<file path="config.mk">
export PLATFORM = sky130hd
export DESIGN_NAME = ancho_capture
export DESIGN_NICKNAME = d
export VERILOG_FILES = /design/src/rtl/ancho_capture.sv
export SDC_FILE = /design/constraint.sdc
export NUM_CORES = 1
export LEC_CHECK = 0
export BUFFER_PORTS_ARGS = -buffer_cell sky130_fd_sc_hd__clkbuf_2
export CAP_MARGIN = 40
export CORE_ASPECT_RATIO = 1.1
export CORE_UTILIZATION = 57
export DETAILED_ROUTE_END_ITERATION = 6
export GPL_TIMING_DRIVEN = 0
export HOLD_SLACK_MARGIN = 0.06
export PLACE_DENSITY_LB_ADDON = 0.2
export SYNTH_ARGS = -nofsm -noshare
export SYNTH_HDL_FRONTEND = slang
export SYNTH_SLANG_ARGS = --single-unit
</file>
<file path="constraint.sdc">
create_clock -name clock -period 16.1 [get_ports clock]
set_input_delay 0.805 -clock clock [delete_from_list [all_inputs] [get_ports clock]]
set_output_delay 0.805 -clock clock [all_outputs]
set_load 0.05 [all_outputs]
</file>
<file path="src/rtl/ancho_capture.sv">
// ancho_capture: recovers period, high time and a 0..7 duty code from an incoming PWM waveform.
// Latency: results and the valid strobe appear about 3 clocks after the pin rise that closes a period.
// Backpressure: none; valid is a one-cycle strobe and results hold until the next measurement.
module ancho_capture #(
    parameter int CNT_W = 16
) (
    input  logic             clock,
    input  logic             reset,
    input  logic             enable,
    input  logic             pwm_in,
    output logic [CNT_W-1:0] period,
    output logic [CNT_W-1:0] high_time,
    output logic [2:0]       duty_code,
    output logic             valid,
    output logic             no_signal,
    output logic             stuck_level
);
    localparam logic [CNT_W-1:0] CNT_MAX = '1;
    localparam logic [CNT_W-1:0] CNT_ONE = CNT_W'(1);

    typedef enum logic [1:0] {IDLE, ARM, MEASURE} state_t;

    state_t           state;
    logic             sync_meta;
    logic             s;
    logic             s_d;
    logic             rise;
    logic [CNT_W-1:0] cnt_p;
    logic [CNT_W-1:0] cnt_h;
    logic [CNT_W-1:0] cnt_p_inc;
    logic [CNT_W-1:0] cnt_h_inc;
    logic [CNT_W+2:0] high_x8;
    logic [CNT_W+2:0] period_xk;
    logic [2:0]       code;

    always_ff @(posedge clock or posedge reset) begin
        if (reset) begin
            sync_meta <= 1'b0;
            s         <= 1'b0;
            s_d       <= 1'b0;
        end else begin
            sync_meta <= pwm_in;
            s         <= sync_meta;
            s_d       <= s;
        end
    end

    assign rise      = s & ~s_d;
    assign cnt_p_inc = (cnt_p == CNT_MAX) ? cnt_p : cnt_p + CNT_ONE;
    assign cnt_h_inc = (cnt_h == CNT_MAX) ? cnt_h : cnt_h + CNT_ONE;

    // Duty code counts k in 1..7 with 8*H >= k*N; k*N accumulates one N per step.
    always_comb begin
        high_x8   = {cnt_h, 3'b000};
        period_xk = '0;
        code      = '0;
        for (int k = 1; k < 8; k++) begin
            period_xk = period_xk + {3'b000, cnt_p};
            if (high_x8 >= period_xk) begin
                code = code + 3'd1;
            end
        end
    end

    always_ff @(posedge clock or posedge reset) begin
        if (reset) begin
            state       <= IDLE;
            cnt_p       <= '0;
            cnt_h       <= '0;
            period      <= '0;
            high_time   <= '0;
            duty_code   <= '0;
            valid       <= 1'b0;
            no_signal   <= 1'b0;
            stuck_level <= 1'b0;
        end else begin
            valid <= 1'b0;
            if (state == IDLE) begin
                cnt_p <= '0;
                cnt_h <= '0;
                if (enable) begin
                    state <= ARM;
                end
            end else if (!enable) begin
                state <= IDLE;
                cnt_p <= '0;
                cnt_h <= '0;
            end else if (rise) begin
                // In ARM the first edge only opens a measurement window.
                if (state == MEASURE) begin
                    period    <= cnt_p;
                    high_time <= cnt_h;
                    duty_code <= code;
                    valid     <= 1'b1;
                    no_signal <= 1'b0;
                end
                state <= MEASURE;
                cnt_p <= CNT_ONE;
                cnt_h <= CNT_ONE;
            end else if (cnt_p == CNT_MAX) begin
                no_signal   <= 1'b1;
                stuck_level <= s;
                state       <= ARM;
                cnt_p       <= '0;
                cnt_h       <= '0;
            end else begin
                cnt_p <= cnt_p_inc;
                if (state == MEASURE && s) begin
                    cnt_h <= cnt_h_inc;
                end
            end
        end
    end
endmodule

</file>
Word level (Yosys, flattened, before mapping) --
Index checks and enable logic that the tools add are counted.
Storage, ports and cells: register bits 75, bits of input ports 4, output and inout port bits 38, word-level logic and storage cells 82
Cells by class: add/sub/neg operators 14, $lt $le $gt $ge 7, equality and inequality tests 8, multiplexer cells 29, bitwise operators 4, reduce and logical (&&, ||, !) cells 8
Operators by type and width (count):
- $mux W16 | 10
- $ge A19 B19 Y1 | 4
- $add A19 B16 Y19 | 3
- $add A16 B1 Y16 const B | 2
- $eq A16 B16 Y1 const B | 2
- $add A18 B16 Y19 | 1
- $ge A19 B16 Y1 | 1
- $ge A19 B17 Y1 | 1
- $ge A19 B18 Y1 | 1
- $add A17 B16 Y18 | 1
- $add A3 B1 Y3 const B | 6
- $mux W3 | 6
- $add A16 B16 Y17 | 1
- $reduce_and A4 Y1 | 3
- $mux W2 | 5
- $mux W1 | 8
- $ne A5 B1 Y1 const B | 1
- $ne A5 B3 Y1 const B | 1
- $ne A4 B1 Y1 const B | 1
- $reduce_and A2 Y1 | 2
- $not A1 Y1 | 3
- $eq A2 B2 Y1 const B | 1
- $logic_not A2 Y1 | 1
- $ne A2 B1 Y1 const B | 1
- other kinds (4) | 4

Longest topological paths before layout --
depth after elaboration 14, gate-level depth with buffers 46, gate-level depth less buffers 44

Least setup slack after synthesis --
Ideal clock, no wire load.
path type register to register, from register cnt_p[1], to register duty_code[0], data arrival time 8213 ps, data required time 16034 ps, path slack 7821 ps, cell stages (with the launch flop) 43, buffers on the path 1, clock period less this slack 8279 ps, cell sequence dfrtp_1 ha_1 buf_6 inv_1 fa_1 nor2b_1 o311a_1 or2_2 a21oi_1 xnor2_1 ha_1 and2_1 a21oi_1 a31oi_1 nor2_1 xnor2_1 ha_1 a21o_1 (+7 left out) xor2_1 ha_1 nand2_1 o21ai_1 a31oi_1 or4_1 nand3_1 o41ai_1 ha_1 a2111oi_0 o21ai_0 a2111oi_0 nor2_1 nor2_1 o211ai_1 nand4_1 nor3_1 nand2_1
On the way: longest elaborated chain between the ends 14, elaborated cells between the ends (all ways) 26, those cells by class add/sub: 12; order compare: 7; mux: 7
Ends and longest elaborated chain:
- from (decl) | RTL line 28 | logic [CNT_W-1:0] cnt_p;
- from (signal assigned) | RTL line 107 | cnt_p <= cnt_p_inc;
- parallel branches: the longest is 13 deep, another holds $add A18 B16 Y19
- $mux W3 * | RTL line 59 | if (high_x8 >= period_xk) begin
- to (signal assigned) | RTL line 93 | duty_code <= code;
- to (decl) | RTL line 13 | output logic [2:0] duty_code,
Mark *: on every way between the ends. A chain may end at the register's enable or synchronous reset.

Final worst setup path --
Same ends and word-level chain as after synthesis.

==> flow_summary.toml <==
[synthesis]
netlist_instances = 1166
synth_compound_area_share_pct = 22.1
synth_xor_area_share_pct = 10.1
synth_top_family_by_area = "adder cells"
yosysUniqueCellTypes = 88
syn_area_um2 = 9800
avgSynthCellArea_um2 = 8.41
synth_edf_count = 0
syn_nets = 1369
synthAdderAreaFrac_pct = 25.7
ys_seq_area_share_pct = 19.1
synth_simple_gate_area_share_pct = 18.3
synth_seq_cells = 75
synthMuxAreaShare_pct = 0.434
yosysWarningCount = 0
async_flop_share_pct = 100
synth_ff_type = "dfrtp_1"

[finish]
fin_nets = 1423
syn2layout_area_growth_pct = 8.36
drive_above_1_share_pct = 8.49
final_common_cell = "ha_1"
num_antenna_cells = 0
instances_no_fill = 1454
design_area_um2 = 10600
final_cell_mix = "195 x ha_1, 119 x nand2_1, 92 x inv_1"

[hold_path]
hold_path_class = "in2async"

[grt]
grt_pass1_wl_um = 40300
grt_max_degree = 69
gr-total-overflow = 0
grt_pass1_vias = 8570
antenna_found_initial = 0
globalRouteMet2Util_pct = 51.1
use_met3_pct = 1.88
met1_usage_pct = 35.3
track_usage_pct = 28.3
grt-busiest-layer = "met2"

[placed_design]
dpl.cell_count = 1438
place_hpwl_um = 19800
port_buffers = 41
placed_area_um2 = 10300
gp_congestion = 0.894

[pwr]
peakVddDrop_mv = 0.0624
p_clk_share_pct = 35.3
power_frac_comb_pct = 28.0
p_switching_mw = 0.184
seq_power_share_pct = 36.7
powerDensity_nw_per_um2 = 52.5
p_leak_nw = 5.55
p_int_mw = 0.373
power.share.switching_pct = 33.0

[setup_path]
critPathMaxFanout = 8
cp-endpoint = "duty_code[0]"
crit_path_end_kind = "register"
critPathMostFrequentCell = "ha_1"
cp_top_family = "compound AO/OA/AOI/OAI gates"
r2r_cells = 44
crit_required_ns = 16.31
crit_cells = 44
critPathLaunch = "cnt_p[1]"
r2r-start = "cnt_p[1]"
critical_path_class = "reg2reg"
crit_path_start_kind = "register"
cp_slowest_cell = "a2111oi_0"
slowest_delay_ns = 0.69
cp.arrival_ns = 10.61
r2r-end = "duty_code[0]"
rrSetupSlack_ns = 5.70
cp.buffers_inverters = 5

[status]
status = "completed"

[clock_tree]
cts.clk_slew.worst_paths_ns = 0.06
post_cts_buffers = 0
clkLatencyLatePin_ns = 0.34
htree_num_levels = 3
cts_buffer_depth = 2
cts_resized = 0
numCtsBuffers = 9
cts_tree = "yes"
root_buffer = "clkbuf_16"
cts_num_sinks = 75
cts_hold_buf = 0

[timing]
relSlewSlack_pct = 47.6
rsz0062_at_grt = "false"
finalCritPeriodShare_pct = 64.6
clock_skew_ns = 0.00419
fmax_ghz = 0.0962
tightest_slew_ns = 0.782
hold_viol_final = 0
slew_violations = 0
setup_viol = 0
final.setup.tns_ns = 0
fin_crit_ns = 10.40

[die]
die_h_um = 140
top_level_ports = 42
die_area_um2 = 17700
die_x_um = 127
rows = 49
start_util_pct = 59.0
core_um2 = 16600

[routing]
wl_um = 24200
drc = 0
viasPerCell = 5.94
antenna_left = 0
vias = 8640
drt-initial-drc-count = 462
routedWlPerCell_um = 16.6
dr.pass1.iters = 5

[run]
maxCapViolCount = 0
## flip-flops by register name, indices dropped and copies added, names as in the netlist
name and cells:
cnt_h 16, cnt_p 16, duty_code 3, high_time 16
no_signal 1, period 16, s 1, s_d 1
state 2, stuck_level 1, sync_meta 1, valid 1
## power by group through the flow
stage	Combinational, mW	Clock [mW]	Sequential (mW)
6_report	0.156	0.197	0.205
4_1_cts	0.156	0.198	0.205
3_3_place_gp	0.151	0	0.208
2_1_floorplan	0.0883	0	0.238
5_1_grt	0.172	0.205	0.206
3_5_place_dp	0.156	0	0.208
## worst min path at each step
stage,endpoint,depth (start not counted)
final,s_d,2
after global routing,stuck_level,2
after CTS,period[1],2
after detailed placement,s,0
after global placement,s,0
after floorplan,s,0
## Yosys cell counts, drive strengths merged, types with 5 or more instances
| library cell | number | area (um2) |
|---|---|---|
| a2111oi | 5 | 50.0 |
| a211oi | 7 | 57.6 |
| a21o | 66 | 495 |
| a21oi | 71 | 370 |
| a31oi | 8 | 50.1 |
| and2 | 11 | 71.3 |
| and3 | 12 | 75.1 |
| and4 | 8 | 70.1 |
| clkbuf | 13 | 48.8 |
| dfrtp | 75 | 1880 |
| ha | 195 | 2440 |
| inv | 94 | 353 |
| nand2 | 119 | 447 |
| nand2b | 17 | 114 |
| nand3 | 26 | 145 |
| nand4 | 20 | 131 |
| nor2 | 77 | 294 |
| nor2b | 13 | 81.3 |
| nor3 | 20 | 110 |
| o211ai | 9 | 72.6 |
| o21a | 15 | 113 |
| o21ai | 71 | 363 |
| o21bai | 9 | 67.6 |
| o31a | 6 | 52.6 |
| o31ai | 6 | 58.8 |
| or2 | 5 | 31.3 |
| xnor2 | 65 | 599 |
| xor2 | 40 | 365 |
## worst register-to-register path, delay by kind of cell, from the launching register on
family	cells	cell delay, ns
buffers and inverters	5	0.78
XOR/XNOR	1	0.16
flip-flops	1	0.55
adder cells (fa/ha/maj)	7	2.14
AO/OA/AOI/OAI	15	4.13
AND/OR/NAND/NOR	16	2.53
## metal layers
layer	wire, um	vias to the layer above
li1	-	4319
met1	11100	4143
met2	11900	142
met3	510	36
met4	636	0
met5	0	-
## layout make-up
type                    instances  area (um2)
plain buffers                  16        68.8
clock buffers                   9         225
clock inverters                 7        68.8
fillers                      1491        5990
inverters                      94         355
multi-input cells             981        7500
flip-flops and latches         75        1880
well taps                     229         287
repair buffers                 43         236
## logic make-up (layout without fill, tap and decap cells)
kind of cell | count (synthesis) | in the layout
adders and majority gates | 199 | 199
xor gates and xnor gates | 106 | 106
buffers and inverters | 110 | 169
DFF | 75 | 75
muxes | 4 | 4
AOI/OAI and AO/OA | 316 | 316
and+or+nand+nor | 356 | 356
## per-stage QoR
step	hold WS, ns	utilization (%)	setup WS, ns	power, mW
2_1_floorplan	0.331	-	7.82	0.326
3_3_place_gp	0.333	62.0	5.45	0.359
3_5_place_dp	0.349	62.2	5.78	0.364
4_1_cts	0.343	63.9	5.70	0.559
5_1_grt	0.347	63.9	4.86	0.582
6_report	0.341	63.9	5.70	0.557
Note: power is estimated with default switching activity, not from simulation.
